$ cat config.mk
export PLATFORM = sky130hd
export DESIGN_NAME = cnn_host_loader_flat
export DESIGN_NICKNAME = d
export VERILOG_FILES = /design/src/rtl/cnn_host_loader_if.sv /design/src/rtl/cnn_host_loader.sv /design/src/flat_wrapper.sv
export SDC_FILE = /design/constraint.sdc
export NUM_CORES = 2
export LEC_CHECK = 0
export BUFFER_PORTS_ARGS = -buffer_cell sky130_fd_sc_hd__buf_4
export CAP_MARGIN = 10
export CORE_UTILIZATION = 30
export DETAILED_ROUTE_END_ITERATION = 7
export HOLD_SLACK_MARGIN = 0.08
export PLACE_DENSITY_LB_ADDON = 0.3
export SLEW_MARGIN = 20
export SYNTH_ARGS = -nofsm -noshare
export SYNTH_HDL_FRONTEND = slang
export SYNTH_SLANG_ARGS = --single-unit
$ cat constraint.sdc
create_clock -name clk -period 3 [get_ports clk]
set_clock_uncertainty 0.15 [all_clocks]
set_input_delay 0.15 -clock clk [delete_from_list [all_inputs] [get_ports clk]]
set_output_delay 0.15 -clock clk [all_outputs]
set_load 0.01 [all_outputs]
$ cat src/rtl/cnn_host_loader_if.sv
// Host byte stream: 8-bit command/payload bytes with valid/ready handshake.
// Latency: wires only, no storage.
// Backpressure: a byte transfers on a rising edge where s_valid && s_ready.
//
// Signals: s_data (byte), s_valid (source has a byte), s_ready (sink accepts).
// Modports: master = host side that drives bytes, slave = loader side.
interface cnn_host_loader_if;
  logic [7:0] s_data;
  logic       s_valid;
  logic       s_ready;

  modport master (output s_data, output s_valid, input s_ready);
  modport slave  (input s_data, input s_valid, output s_ready);
endinterface

$ cat src/rtl/cnn_host_loader.sv
// Stream-to-parallel loader: assembles kernels, FC weights and the image for the CNN core.
// Latency: write strobe / start pulse low for one cycle, one cycle after the last byte is accepted.
// Backpressure: s_ready low during COMMIT/START_PULSE, and in IDLE for IMG/START while cnn_busy.
//
// Ports:
//   clk, rst                      clock and synchronous active-high reset
//   host (slave)                  command/payload byte stream
//   cnn_busy                      CNN is not idle
//   image_input                   2-bit signed image, [row][col]
//   feature_weights_input         2-bit signed kernel, row-major
//   feature_writeAddr             kernel slot for feature_WrEn
//   feature_WrEn                  active-low kernel write strobe
//   fullyconnected_weights_input  FC weights
//   fullyconnected_WrEn           active-low FC write strobe
//   convolution_enable            active-low start pulse
//   ready_to_start                every kernel, the FC weights and the image are loaded
//   cmd_error                     sticky protocol error
module cnn_host_loader #(
  parameter int IMAGE_WIDTH               = 12,
  parameter int IMAGE_HEIGHT              = 12,
  parameter int NUM_FEATURES              = 2,
  parameter int KERNEL_SIZE               = 3,
  parameter int FLATTENED_LENGTH          = 50,
  parameter int FULLYCONNECTED_DATA_WIDTH = 8
) (
  input  logic                                 clk,
  input  logic                                 rst,
  cnn_host_loader_if.slave                     host,
  input  logic                                 cnn_busy,
  output logic signed [1:0]                    image_input [IMAGE_HEIGHT][IMAGE_WIDTH],
  output logic signed [1:0]                    feature_weights_input [KERNEL_SIZE*KERNEL_SIZE],
  output logic [$clog2(NUM_FEATURES):0]        feature_writeAddr,
  output logic                                 feature_WrEn,
  output logic [FULLYCONNECTED_DATA_WIDTH-1:0] fullyconnected_weights_input [FLATTENED_LENGTH],
  output logic                                 fullyconnected_WrEn,
  output logic                                 convolution_enable,
  output logic                                 ready_to_start,
  output logic                                 cmd_error
);

  localparam logic [7:0] CMD_FEAT  = 8'h01;
  localparam logic [7:0] CMD_FC    = 8'h02;
  localparam logic [7:0] CMD_IMG   = 8'h03;
  localparam logic [7:0] CMD_START = 8'h04;

  localparam int KK         = KERNEL_SIZE * KERNEL_SIZE;
  localparam int MAX_LEN    = (KK > FLATTENED_LENGTH) ? KK : FLATTENED_LENGTH;
  localparam int IDX_W      = $clog2(MAX_LEN + 1);
  localparam int ROW_W      = $clog2(IMAGE_HEIGHT + 1);
  localparam int COL_W      = $clog2(IMAGE_WIDTH + 1);
  localparam int FA_W       = $clog2(NUM_FEATURES) + 1;
  localparam logic [7:0] NUM_FEAT_B = 8'(NUM_FEATURES);

  typedef enum logic [2:0] {
    ST_IDLE,
    ST_FEAT_ADDR,
    ST_FEAT_DATA,
    ST_FC_DATA,
    ST_IMG_DATA,
    ST_COMMIT,
    ST_START_PULSE
  } state_t;

  typedef enum logic [1:0] {K_FEAT, K_FC, K_IMG} kind_t;

  state_t                  state;
  kind_t                   kind;
  logic [IDX_W-1:0]        idx;
  logic [ROW_W-1:0]        row;
  logic [COL_W-1:0]        col;
  logic                    slot_bad;
  logic [NUM_FEATURES-1:0] feat_loaded;
  logic                    fc_loaded;
  logic                    image_loaded;
  logic                    accept;

  // In IDLE, IMG and START must not reach a running CNN, so they stall on the
  // byte itself; FEAT and FC only fill staging registers and go straight through.
  always_comb begin
    host.s_ready = 1'b0;
    if (!rst) begin
      case (state)
        ST_IDLE:
          host.s_ready = !(host.s_valid && cnn_busy &&
                           (host.s_data == CMD_IMG || host.s_data == CMD_START));
        ST_FEAT_ADDR, ST_FEAT_DATA, ST_FC_DATA, ST_IMG_DATA:
          host.s_ready = 1'b1;
        default:
          host.s_ready = 1'b0;
      endcase
    end
  end

  assign accept         = host.s_valid && host.s_ready;
  assign ready_to_start = (&feat_loaded) & fc_loaded & image_loaded;

  always_ff @(posedge clk) begin
    if (rst) begin
      state               <= ST_IDLE;
      kind                <= K_IMG;
      idx                 <= '0;
      row                 <= '0;
      col                 <= '0;
      slot_bad            <= 1'b0;
      feature_writeAddr   <= '0;
      feature_WrEn        <= 1'b1;
      fullyconnected_WrEn <= 1'b1;
      convolution_enable  <= 1'b1;
      feat_loaded         <= '0;
      fc_loaded           <= 1'b0;
      image_loaded        <= 1'b0;
      cmd_error           <= 1'b0;
      for (int r = 0; r < IMAGE_HEIGHT; r++)
        for (int c = 0; c < IMAGE_WIDTH; c++)
          image_input[r][c] <= '0;
      for (int i = 0; i < KK; i++)
        feature_weights_input[i] <= '0;
      for (int i = 0; i < FLATTENED_LENGTH; i++)
        fullyconnected_weights_input[i] <= '0;
    end else begin
      // Strobes are single-cycle: default high, pulled low only by COMMIT/START_PULSE.
      feature_WrEn        <= 1'b1;
      fullyconnected_WrEn <= 1'b1;
      convolution_enable  <= 1'b1;

      case (state)
        ST_IDLE: begin
          if (accept) begin
            idx <= '0;
            row <= '0;
            col <= '0;
            case (host.s_data)
              CMD_FEAT: begin
                kind  <= K_FEAT;
                state <= ST_FEAT_ADDR;
              end
              CMD_FC: begin
                kind  <= K_FC;
                state <= ST_FC_DATA;
              end
              CMD_IMG: begin
                kind  <= K_IMG;
                state <= ST_IMG_DATA;
              end
              CMD_START: begin
                if (ready_to_start) state <= ST_START_PULSE;
                else                cmd_error <= 1'b1;
              end
              default: cmd_error <= 1'b1;
            endcase
          end
        end

        ST_FEAT_ADDR: begin
          if (accept) begin
            // An out-of-range slot still consumes its payload so the stream
            // stays framed, but leaves the CNN-facing kernel state untouched.
            if (host.s_data < NUM_FEAT_B) begin
              feature_writeAddr <= FA_W'(host.s_data);
              slot_bad          <= 1'b0;
            end else begin
              slot_bad  <= 1'b1;
              cmd_error <= 1'b1;
            end
            state <= ST_FEAT_DATA;
          end
        end

        ST_FEAT_DATA: begin
          if (accept) begin
            if (!slot_bad)
              for (int i = 0; i < KK; i++)
                if (idx == IDX_W'(i)) feature_weights_input[i] <= host.s_data[1:0];
            if (idx == IDX_W'(KK - 1)) state <= ST_COMMIT;
            else                       idx   <= idx + 1'b1;
          end
        end

        ST_FC_DATA: begin
          if (accept) begin
            for (int i = 0; i < FLATTENED_LENGTH; i++)
              if (idx == IDX_W'(i))
                fullyconnected_weights_input[i] <= FULLYCONNECTED_DATA_WIDTH'(host.s_data);
            if (idx == IDX_W'(FLATTENED_LENGTH - 1)) state <= ST_COMMIT;
            else                                     idx   <= idx + 1'b1;
          end
        end

        ST_IMG_DATA: begin
          if (accept) begin
            for (int r = 0; r < IMAGE_HEIGHT; r++)
              for (int c = 0; c < IMAGE_WIDTH; c++)
                if (row == ROW_W'(r) && col == COL_W'(c))
                  image_input[r][c] <= host.s_data[1:0];
            if (col == COL_W'(IMAGE_WIDTH - 1)) begin
              col <= '0;
              if (row == ROW_W'(IMAGE_HEIGHT - 1)) state <= ST_COMMIT;
              else                                 row   <= row + 1'b1;
            end else begin
              col <= col + 1'b1;
            end
          end
        end

        ST_COMMIT: begin
          case (kind)
            K_FEAT: begin
              if (!slot_bad) begin
                feature_WrEn <= 1'b0;
                for (int i = 0; i < NUM_FEATURES; i++)
                  if (feature_writeAddr == FA_W'(i)) feat_loaded[i] <= 1'b1;
              end
            end
            K_FC: begin
              fullyconnected_WrEn <= 1'b0;
              fc_loaded           <= 1'b1;
            end
            default: image_loaded <= 1'b1;
          endcase
          state <= ST_IDLE;
        end

        ST_START_PULSE: begin
          convolution_enable <= 1'b0;
          state              <= ST_IDLE;
        end

        default: state <= ST_IDLE;
      endcase
    end
  end

endmodule
$ cat src/flat_wrapper.sv
// flat-port wrapper written by rule: the top's interface ports become plain ports
module cnn_host_loader_flat 
#(
  parameter int IMAGE_WIDTH               = 12,
  parameter int IMAGE_HEIGHT              = 12,
  parameter int NUM_FEATURES              = 2,
  parameter int KERNEL_SIZE               = 3,
  parameter int FLATTENED_LENGTH          = 50,
  parameter int FULLYCONNECTED_DATA_WIDTH = 8
)
  (clk, rst, cnn_busy, image_input, feature_weights_input, feature_writeAddr, feature_WrEn, fullyconnected_weights_input, fullyconnected_WrEn, convolution_enable, ready_to_start, cmd_error, host_s_data, host_s_valid, host_s_ready);
  cnn_host_loader_if host_i ();
  input  logic clk;
  input  logic rst;
  input  logic cnn_busy;
  output logic signed [1:0] image_input[IMAGE_HEIGHT][IMAGE_WIDTH];
  output logic signed [1:0] feature_weights_input[KERNEL_SIZE*KERNEL_SIZE];
  output logic [$clog2(NUM_FEATURES):0] feature_writeAddr;
  output logic feature_WrEn;
  output logic [FULLYCONNECTED_DATA_WIDTH-1:0] fullyconnected_weights_input[FLATTENED_LENGTH];
  output logic fullyconnected_WrEn;
  output logic convolution_enable;
  output logic ready_to_start;
  output logic cmd_error;
  input wire logic [$bits(host_i.s_data)-1:0] host_s_data;
  input wire logic [$bits(host_i.s_valid)-1:0] host_s_valid;
  output wire logic [$bits(host_i.s_ready)-1:0] host_s_ready;
  assign host_i.s_data = host_s_data;
  assign host_i.s_valid = host_s_valid;
  assign host_s_ready = host_i.s_ready;
  cnn_host_loader #(.IMAGE_WIDTH(IMAGE_WIDTH), .IMAGE_HEIGHT(IMAGE_HEIGHT), .NUM_FEATURES(NUM_FEATURES), .KERNEL_SIZE(KERNEL_SIZE), .FLATTENED_LENGTH(FLATTENED_LENGTH), .FULLYCONNECTED_DATA_WIDTH(FULLYCONNECTED_DATA_WIDTH)) u_core (.clk(clk), .rst(rst), .host(host_i), .cnn_busy(cnn_busy), .image_input(image_input), .feature_weights_input(feature_weights_input), .feature_writeAddr(feature_writeAddr), .feature_WrEn(feature_WrEn), .fullyconnected_weights_input(fullyconnected_weights_input), .fullyconnected_WrEn(fullyconnected_WrEn), .convolution_enable(convolution_enable), .ready_to_start(ready_to_start), .cmd_error(cmd_error));
endmodule
==> summary.md <==
| Metric | Value |
|---|---|
| IO Count | `726` |
| Main combinational cell family by area after synthesis | `simple AND/OR/NAND/NOR gates` |
| RSZ-0062 raised after global routing | `no` |
| Worst setup endpoint | `host_s_ready` |
| First-pass GRT wire length | `152000 µm` |
| CTS tree | `yes` |
| Vias in the first global route | `23000` |
| Max-cap viol count | `0` |
| Routed vias | `24700` |
| Num CTS Buffers | `82` |
| FFs w/ async S/R, synth | `0%` |
| Synth top area cells | `dfxtp_1, mux2i_1, nand2_1, nor2_1, a21oi_1` |
| # DRC | `0` |
| Reg2reg end | `u_core.image_input[175]` |
| Worst-path fanout max | `18` |
| # nets final | `3861` |
| Grt total ovfl | `0` |
| Hold Vio Cnt, Final | `0` |
| Core footprint | `92200 µm²` |
| Switch Pwr | `4.66 mW` |
| Post-synth EDFFs | `0` |
| # H-tree levels | `3` |
| Worst R2R Setup Slack | `0.49 ns` |
| Ys flop type | `dfxtp_1` |
| Row count | `111` |
| Initial drt markers | `1973` |
| Arrival @ worst endpoint | `2.53 ns` |
| Yosys top cell by area | `dfxtp_1` |
| Yosys warning count | `0` |
| Bufs on Longest Clock Path | `3` |
| GRT Util Overall | `20.9%` |
| Setup ws final | `0.170 ns` |
| WL final | `103000 µm` |
| Min-delay worst type | `register to register` |
| Worst-margin pin slew | `1.11 ns` |
| Worst setup path start | `u_core.state[0]` |
| P_int | `15.9 mW` |
| Drt via density | `4.81` |
| Root Driver | `clkbuf_16` |
| Post-DRT Antenna Nets | `0` |
| Die width | `308 µm` |
| Drt pass-1 iters | `5` |
| Die height | `308 µm` |
| Share of cells above drive strength 1 | `24.7%` |
| Area grow syn2layout | `33.6%` |
| Crit Path Category | `register to output port` |
| Setup TNS | `0 ns` |
| Die Area | `94800 µm²` |
| Syn_nets | `3250` |
| Post-Synth Simple-Gate Area | `21.6%` |
| Adder-cell area share of the yosys netlist | `0.535%` |
| Sinks on Clock Net | `736` |
| Antenna violations before repair | `3` |
| Reg clk slew, reported paths | `0.06 ns` |
| CP endpoint kind | `output port` |
| Final setup viols | `0` |
| Synth Area in Compound Gates | `7.57%` |
| Logic pwr share | `2.7%` |
| Worst slew margin | `26.0%` |
| Syn Area/Cell | `8.70 µm²` |
| Clock Latency Late Sink | `0.65 ns` |
| Initial core utilization | `30.4%` |
| Mapped cell area | `28100 µm²` |
| Sw Share | `22.6%` |
| Number of buffers added on ports | `725` |
| Period utilization | `94.3%` |
| Leakage | `15.9 nW` |
| Share of the synthesized area in the top cell type | `52.5%` |
| CP Launch Type | `register` |
| Power Density | `550 nW/µm²` |
| Outcome | `finished clean` |
| FF+latch count, synth | `736` |
| Hold wc startpoint | `u_core.fullyconnected_weights_input[210]` |
| Largest net degree at the start of global routing | `206` |
| Top post-synthesis cells by count | `dfxtp_1, nand2_1, nor2_1` |
| Worst VDD drop | `0.000462 V` |
| Synth Area in XOR/XNOR | `0.0312%` |
| R2r worst-path depth | `5` |
| Mux share of post-synthesis cell area | `13.7%` |
| Clock network power share | `49.9%` |
| Post-Syn Instances | `3226` |
| Most common cell in the netlist | `dfxtp_1` |
| Fin crit period | `2.83 ns` |
| Place WS | `0.289 ns` |
| # Post-CTS Setup Buffers | `0` |
| Seq/Total Area, Yosys | `52.5%` |
| Average wire per standard cell | `20.1 µm` |
| Slew Limit Fails | `0` |
| Top achievable clock speed | `353 MHz` |
| Sequential Power Share | `47.4%` |
| Netlist cell types | `64` |
| Routability cong. | `0.827` |
| Dpl hpwl | `68600 µm` |
| FF-to-FF Start | `u_core.row[2]` |
| Worst EP required | `2.70 ns` |
==> power by group through the flow <==
stage	clock network, mW	logic, mW	registers, mW
after floorplan	0	0.328	9.99
after global placement	0	0.546	10.0
after detailed placement	0	0.545	10.0
after CTS	10.5	0.563	9.78
after global routing	10.9	0.591	9.77
final	10.3	0.556	9.78
==> layout by cell type (no fill, tap or decap), types with 12 or more instances in the layout <==
master,n
a21oi_1,336
inv_1,15
o21ai_0,12
and3_1,28
clkbuf_1,18
dfxtp_1,733
ha_1,12
dlygate4sd3_1,13
clkbuf_8,25
nand3_1,163
buf_4,773
nand2_1,614
nand4_1,14
clkbuf_16,84
mux2i_1,384
nor2_1,484
nand3_2,21
==> metrics by stage <==
stage,area (µm²),cells,utilization (%),total power [mW],hold slack [ns]
floorplan,28100,3226,-,10.3,0.278
global placement,34600,4983,37.5,10.5,0.288
detailed placement,34600,4983,37.5,10.5,0.294
CTS,37500,5145,40.7,20.9,0.300
global route,37500,5146,40.7,21.3,0.318
finish,37500,5147,40.7,20.6,0.300
==> registers in the layout, indices dropped and copies added, names as in the netlist, 2 cells and up <==
name,flops
u_core.fullyconnected_weights_input,400
u_core.image_input,288
u_core.feature_weights_input,18
u_core.idx,6
u_core.col,4
u_core.row,4
u_core.state,3
u_core.feat_loaded,2
u_core.feature_writeAddr,2
u_core.kind,2
==> worst max-delay path, stage by stage, from the launching register on <==
cell and delay, ns:
dfxtp_2 0.53, buf_4 0.21, nor3_1 0.06, buf_4 0.16, o21ai_2 0.28, nor2_1 0.09, a21boi_1 0.32, buf_4 0.22
==> routing by layer <==
layer  routed length, µm  track usage, %  vias to the layer above
met2               47800            33.6                      829
met4                3170            6.70                        4
met3                7160            5.41                      168
met5                  22               0                        -
li1                    -               -                    12000
met1               45100            27.2                    11800
==> cell families (layout without fill, tap and decap cells) <==
family | Yosys count | in the layout
simple gates | 1413 | 1413
buf+inv | 284 | 960
compound gates | 395 | 395
mux | 385 | 385
flops | 736 | 736
xor+xnor | 1 | 1
fa+ha+maj | 12 | 12
other cells | 0 | 2
==> layout make-up <==
cell class | count | area [µm²]
clock inverter | 24 | 274
fill | 9313 | 54700
sequential | 736 | 14700
inverter | 15 | 56.3
multi-input combinational | 2206 | 12300
timing repair buffer | 796 | 6120
antenna | 2 | 5.00
tap | 1243 | 1560
clock buffer | 125 | 2490
==> how the worst min path moves through the flow <==
stage	endpoint	cells past startpoint
3_3_place_gp	u_core.fullyconnected_weights_input[116]	2
4_1_cts	u_core.fullyconnected_weights_input[331]	3
3_5_place_dp	u_core.fullyconnected_weights_input[355]	2
5_1_grt	u_core.image_input[66]	2
6_report	u_core.fullyconnected_weights_input[210]	2
2_1_floorplan	u_core.feat_loaded[0]	2
==> repair_timing <==
item	4_1_cts	5_1_grt
endpoints found under the hold margin	128	0
gates resized for setup	4	3
endpoints found under the setup margin	1	1
gates cloned	0	0
hold buffers	13	0
Power figures use the tool's default switching activity.
